`config.mk`:
```
export PLATFORM = sky130hd
export DESIGN_NAME = rr_arbiter
export DESIGN_NICKNAME = d
export VERILOG_FILES = /design/src/rtl/rr_arbiter.sv
export SDC_FILE = /design/constraint.sdc
export NUM_CORES = 1
export LEC_CHECK = 0
export ABC_AREA = 1
export CORE_ASPECT_RATIO = 0.8
export CORE_UTILIZATION = 53
export CTS_CLUSTER_SIZE = 25
export DETAILED_ROUTE_END_ITERATION = 7
export PLACE_DENSITY = 0.81
export SLEW_MARGIN = 20
export SYNTH_ARGS = -nofsm -noshare
export SYNTH_HDL_FRONTEND = slang
export SYNTH_SLANG_ARGS = --single-unit
```
`constraint.sdc`:
```
create_clock -name clk -period 1.85 [get_ports clk]
set_input_delay 0.2775 -clock clk [delete_from_list [all_inputs] [get_ports clk]]
set_output_delay 0.2775 -clock clk [all_outputs]
set_load 0.01 [all_outputs]
```
`src/rtl/rr_arbiter.sv`:
```
// Round-robin arbiter with single-owner hold, release on done / request drop,
// and an optional hold-cycle timeout. All outputs are registered.
module rr_arbiter #(
    parameter int NR  = 4,
    parameter int KW  = 3,
    parameter int TMO = 16
) (
    input  logic          clk,
    input  logic          rst,
    input  logic [NR-1:0] req,
    input  logic          done,
    output logic [NR-1:0] grant,
    output logic [KW-1:0] grant_idx,
    output logic          busy,
    output logic          timeout
);

    localparam int PW = (NR > 1) ? $clog2(NR) : 1;
    localparam int CW = (TMO > 1) ? $clog2(TMO) : 1;
    localparam int unsigned NRU = NR;
    localparam logic [CW-1:0] CMAX = (TMO > 0) ? CW'(TMO - 1) : '0;

    localparam logic [0:0] ST_IDLE = 1'b0;
    localparam logic [0:0] ST_HOLD = 1'b1;

    logic [0:0]    state_q, state_d;
    logic [PW-1:0] ptr_q, ptr_d;
    logic [PW-1:0] own_q, own_d;
    logic [CW-1:0] cnt_q, cnt_d;
    logic [NR-1:0] grant_q, grant_d;
    logic [KW-1:0] idx_q, idx_d;
    logic          busy_q, busy_d;
    logic          tmo_q, tmo_d;

    logic          found;
    logic [PW-1:0] sel;
    int unsigned   pos;
    logic          rel_owner;
    logic          tmo_hit;

    // Circular priority scan: first requester at or after ptr_q.
    always_comb begin
        found = 1'b0;
        sel   = '0;
        pos   = 0;
        for (int unsigned k = 0; k < NRU; k++) begin
            pos = k + ptr_q;
            if (pos >= NRU) begin
                pos = pos - NRU;
            end
            if (!found && req[pos[PW-1:0]]) begin
                found = 1'b1;
                sel   = pos[PW-1:0];
            end
        end
    end

    // Release qualifiers for the current owner.
    always_comb begin
        rel_owner = done || !req[own_q];
        tmo_hit   = (TMO > 0) && (cnt_q == CMAX);
    end

    // Next-state logic for the IDLE/HOLD controller and registered outputs.
    always_comb begin
        state_d = state_q;
        ptr_d   = ptr_q;
        own_d   = own_q;
        cnt_d   = cnt_q;
        grant_d = grant_q;
        idx_d   = idx_q;
        busy_d  = busy_q;
        tmo_d   = 1'b0;
        case (state_q)
            ST_IDLE: begin
                if (found) begin
                    grant_d      = '0;
                    grant_d[sel] = 1'b1;
                    own_d        = sel;
                    idx_d        = KW'(sel) + KW'(1);
                    busy_d       = 1'b1;
                    cnt_d        = '0;
                    state_d      = ST_HOLD;
                end
            end
            default: begin
                if (rel_owner || tmo_hit) begin
                    grant_d = '0;
                    idx_d   = '0;
                    busy_d  = 1'b0;
                    cnt_d   = '0;
                    // timeout only flags a release forced by the counter alone
                    tmo_d   = !rel_owner;
                    ptr_d   = (own_q == PW'(NR - 1)) ? '0 : own_q + PW'(1);
                    state_d = ST_IDLE;
                end else if (cnt_q != CMAX) begin
                    cnt_d = cnt_q + CW'(1);
                end
            end
        endcase
    end

    // State registers with asynchronous reset.
    always_ff @(posedge clk or posedge rst) begin
        if (rst) begin
            state_q <= ST_IDLE;
            ptr_q   <= '0;
            own_q   <= '0;
            cnt_q   <= '0;
            grant_q <= '0;
            idx_q   <= '0;
            busy_q  <= 1'b0;
            tmo_q   <= 1'b0;
        end else begin
            state_q <= state_d;
            ptr_q   <= ptr_d;
            own_q   <= own_d;
            cnt_q   <= cnt_d;
            grant_q <= grant_d;
            idx_q   <= idx_d;
            busy_q  <= busy_d;
            tmo_q   <= tmo_d;
        end
    end

    assign grant     = grant_q;
    assign grant_idx = idx_q;
    assign busy      = busy_q;
    assign timeout   = tmo_q;

endmodule

```
* Word-level counts from Yosys, hierarchy flattened
Cells that the tools add are included.
Storage, ports and cells: bits in registers 18, output and inout bits 9, input bits 7, logic and storage cells 94
Cells by class: add/sub/neg operators 10, reductions and logical operators 16, order comparisons 11, multiplexer cells 43, equal/unequal tests 5, bitwise gates (word level) 1
Operators by type and width (count):
- $mux 4 | 7
- $lt 2x3->1 const B | 6
- $mux 1 | 18
- $mux 2 | 9
- $bmux 1 s2 | 5
- $ge 3x3->1 const B | 3
- $mux 3 | 3
- $reduce_and 2->1 | 4
- $sub 2x1->2 const B | 4
- $add 2x2->3 const A | 2
- $logic_not 1->1 | 5
- $add 4x1->4 const B | 1
- $eq 4x4->1 const B | 1
- $logic_and 1x1->1 | 4
- $ne 4x4->1 const B | 1
- $add 1x2->3 const A | 1
- $add 2x1->3 const B | 1
- $ge 2x3->1 const B | 1
- $ne 3x1->1 const B | 1
- $add 2x1->2 const B | 1
- $demux 1 s2 | 1
- $eq 2x2->1 const B | 1
- $ge 2x1->1 const B | 1
- $logic_or 1x1->1 | 2
- other kinds (3) | 3

* Depth between registers and ports, before layout
word-level depth 20, depth in mapped cells 14, depth with buffers taken out 14

* Worst setup path after synthesis
OpenSTA, ideal clock, no wires.
kind reg-to-reg, start register ptr_q[0], end register idx_q[1], in the netlist grant_idx[1], buffers on the path 1, required time 1.767 ns, data arrival time 1.615 ns, stages on the path, launching flop included 12, path slack 0.152 ns, period minus slack after synthesis 1.698 ns, library setup time 0.083 ns, cell sequence dfrtp_1 > buf_6 > nand2_1 > nand2_2 > nand2_2 > nand2_1 > nor2_4 > nand3_1 > nand2_1 > nand2_1 > ha_1 > o21ai_0
Between the ends: cells in the longest elaborated chain, start to end 17, elaborated cells on any way between the ends 42, those cells by class add/sub: 8; order compare: 4; mux: 22; reduce/logical: 8
RTL lines:
- from (decl) | RTL line 27 | logic [PW-1:0] ptr_q, ptr_d;
- from (signal assigned) | RTL line 116 | ptr_q <= ptr_d;
- branches (longest 17 deep; another with $add 1x2->3)
- to (signal assigned) | RTL line 120 | idx_q <= idx_d;
- to (decl) | RTL line 31 | logic [KW-1:0] idx_q, idx_d;
Parallel ways; which one is timed is not known. The select of a mux whose other input is x is not followed. A chain may end at the register's enable or synchronous reset.

* Final worst setup path
start register ptr_q[0], end register idx_q[1], in the netlist grant_idx[1]
Between the ends: cells in the longest elaborated chain, start to end 17, elaborated cells on any way between the ends 42, those cells by class add/sub: 8; order compare: 4; mux: 22; reduce/logical: 8
RTL lines:
- branches (longest 13 deep; another with $add 1x2->3)
- $mux 2 (*) | RTL line 51 | if (!found && req[pos[PW-1:0]]) begin
- named net sel[1] | RTL line 36 | logic [PW-1:0] sel;
- $add 2x1->3 (*) | RTL line 80 | idx_d = KW'(sel) + KW'(1);
- $mux 3 (*) | RTL line 76 | if (found) begin
- $mux 3 (*) | RTL line 74 | case (state_q)
Mark *: on every way through the listed nets, which the timed path passes. The select of a mux whose other input is x is not followed.

==> impl_metrics.tcl <==
set metrics [dict create \
    clockRootBuffer "clkbuf_4" \
    worstPathRequired_ps 2070 \
    cp_common_cell "nand2_2" \
    clk_latency_ps 290 \
    max_freq_ghz 0.541 \
    timing.final.crit_share_pct 99.9 \
    drv_cap 0 \
    vias 1127 \
    ir_drop_uv 1330 \
    dieArea_sq_um 2270 \
    cts_buffer_depth 2 \
    yosysSeqAreaShare_pct 38.6 \
    synth-main-ff-cell "dfrtp_1" \
    fillers 119 \
    critPathArrivalTime_ps 2070 \
    synth_compound_area_share_pct 6.92 \
    drcViolationCount 0 \
    clock-sinks 17 \
    powerDensity_nw_per_um2 1980 \
    postSynthCellCount 149 \
    slew_viol_final 0 \
    slew-limit-headroom_pct 55.6 \
    hpwl_um 2180 \
    synth_nets 162 \
    status "finished clean" \
    area_growth_pct 40.1 \
    register_area_sq_um 427 \
    synth_top_family_by_area "simple AND/OR/NAND/NOR gates" \
    cellLeakagePower_nw 0.813 \
    synthMuxAreaShare_pct 0.908 \
    drt_iter0_markers 73 \
    post_drt_wl_per_cell_um 15.3 \
    grt_pass1_wl_um 4790 \
    die_height_um 42.8 \
    crit_path_max_fanout 5 \
    initial_core_util_pct 57.2 \
    period_minus_slack_ps 1850 \
    rows 14 \
    holdBufCountCts 0 \
    antenna_cells 0 \
    cts_tree "built" \
    drive_above_1_share_pct 33.9 \
    grt_max_degree 18 \
    layout.cells.most_common "nand2_1" \
    ys_seq_elements 17 \
    synthAdderAreaFrac_pct 6.81 \
    grt_pass1_vias 1131 \
    first_pass_iters 5 \
    multi_input_area_sq_um 666 \
    final_core_util_pct 80.1 \
    core-area_sq_um 1930 \
    avgSynthCellArea_sq_um 7.40 \
    cp_cell_sequence "buf_6 > nand2_2 > nand2_2 > nand2_2 > nand2_2 > nor2_4 > nand4_1 > nand2_2 > inv_2 > ha_1 > o21ai_1" \
    syn_area_sq_um 1100 \
    yosysTopAreaCell "dfrtp_1" \
    ioPinCount 16 \
    crit_slowest_cell "dfrtp_1" \
    final_hold_viol_count 0 \
    synth_edf_count 0 \
    antenna_found_initial 0 \
    async_flop_share_pct 100 \
    gp_congestion 0.894 \
    skew_ps 10.9 \
    overflow 0 \
    clkTransAtPathRegs_ps 100 \
    fin_cells 210 \
    synthSimpleGateAreaFrac_pct 35.3 \
    ys.warnings.count 0 \
    nNetsFinal 200 \
    synthDistinctLibCells 23 \
    path_class "flop to flop" \
    hp-class "input port to async pin" \
    worstMarginPinSlew_ps 666 \
    cp-start-kind "flop" \
    synthTopCellsByArea "dfrtp_1, nand2_1, nand3_1" \
    wl_um 3200 \
    port_buffers 15 \
    cts_made_buffers 3 \
    synthXorXnorAreaFrac_pct 1.59 \
    grt_usage_pct 29.7 \
    layout_common_cells "nand2_1, buf_4, dfrtp_1" \
    synth_top_area_share_pct 38.6 \
    dp_cells 203 \
    end_kind "flop" \
    vias_per_cell 5.37 \
    dieWidth_um 53.0 \
    htreeDepth 1 \
    slowest_delay_ps 440 \
    setup_violations 0 \
    postRouteAntennaNets 0 \
]
[final cells by class]
cell class	instances	area share, %
Multi-Input combinational cell	110	43.1
Sequential cell	17	27.6
Timing Repair Buffer	37	21.2
Inverter	18	4.38
Tap cell	24	1.94
Clock buffer	4	1.70
[logic make-up after synthesis]
group                      count (synthesis)
and+or+nand+nor                           88
buffers and inverters                     22
DFF                                       17
AOI/OAI and AO/OA                         13
adders and majority gates                  6
xor gates and xnor gates                   2
muxes                                      1
[cell usage after synthesis, types with 2 or more instances]
cell and number:
nand4_1 2, o21ai_2 2, buf_6 3, dfrtp_1 17
a21oi_1 3, nand3_1 16, nand2_1 55, ha_1 6
nor2_1 7, nand2_2 4, inv_1 17, o21ai_0 6
[routing by layer]
layer	vias up	global-route usage, %	share of wire, %
met5	-	0	0
met4	0	6.84	0.69
met3	8	8.24	5.7
met2	40	51.6	51
met1	536	36.0	42
li1	543	-	-
[path summary, 6_finish.rpt]
| check | from | end | slack [ps] | cells past startpoint |
|---|---|---|---|---|
| max | ptr_q[0] | grant_idx[1] | 2 | 11 |
| min | rst | cnt_q[1] | 370 | 2 |
| max reg2reg | ptr_q[0] | grant_idx[1] | 2 | 11 |
| min reg2reg | busy | busy | 490 | 2 |
| max in group asynchronous | rst | ptr_q[1] | 1000 | 2 |
| min in group clk | busy | busy | 490 | 2 |
[sequential cells by signal (all words and copies together), names as in the netlist]
signal,count
busy,1
cnt_q,4
grant,4
grant_idx,2
own_q,2
ptr_q,2
state_q,1
timeout,1
[critical path, delay by kind of cell, from the launching register on]
| family | cells | cell delay, ps |
|---|---|---|
| DFF | 1 | 440 |
| buffers and inverters | 2 | 220 |
| adders and majority gates | 1 | 260 |
| AOI/OAI and AO/OA | 1 | 110 |
| and+or+nand+nor | 7 | 720 |
[power by group]
group | internal (mW) | switching, mW
clock | 0.0839 | 0.117
combinational | 0.975 | 1.25
sequential | 0.507 | 0.127
total | 1.57 | 1.50
[what timing repair did]
item                       in CTS  in global routing
setup buffers                   1                  2
pin swaps                       4                 15
gates resized for setup         9                 30
setup endpoints to repair       5                  7
[through the flow]
step / setup WS, ps / hold WS, ps / power, mW / instance area (sq um) / setup TNS [ps]
after floorplan: 152 / 204 / 1.72 / 1100 / 0
after global placement: -253 / 456 / 2.30 / 1380 / -1190
after detailed placement: -382 / 458 / 2.40 / 1380 / -2060
after CTS: 13.8 / 397 / 2.71 / 1440 / 0
after global routing: -49.6 / 425 / 3.27 / 1540 / -171
final: 2.07 / 373 / 3.06 / 1540 / 0
No activity file was read; power rests on OpenSTA's default activity.
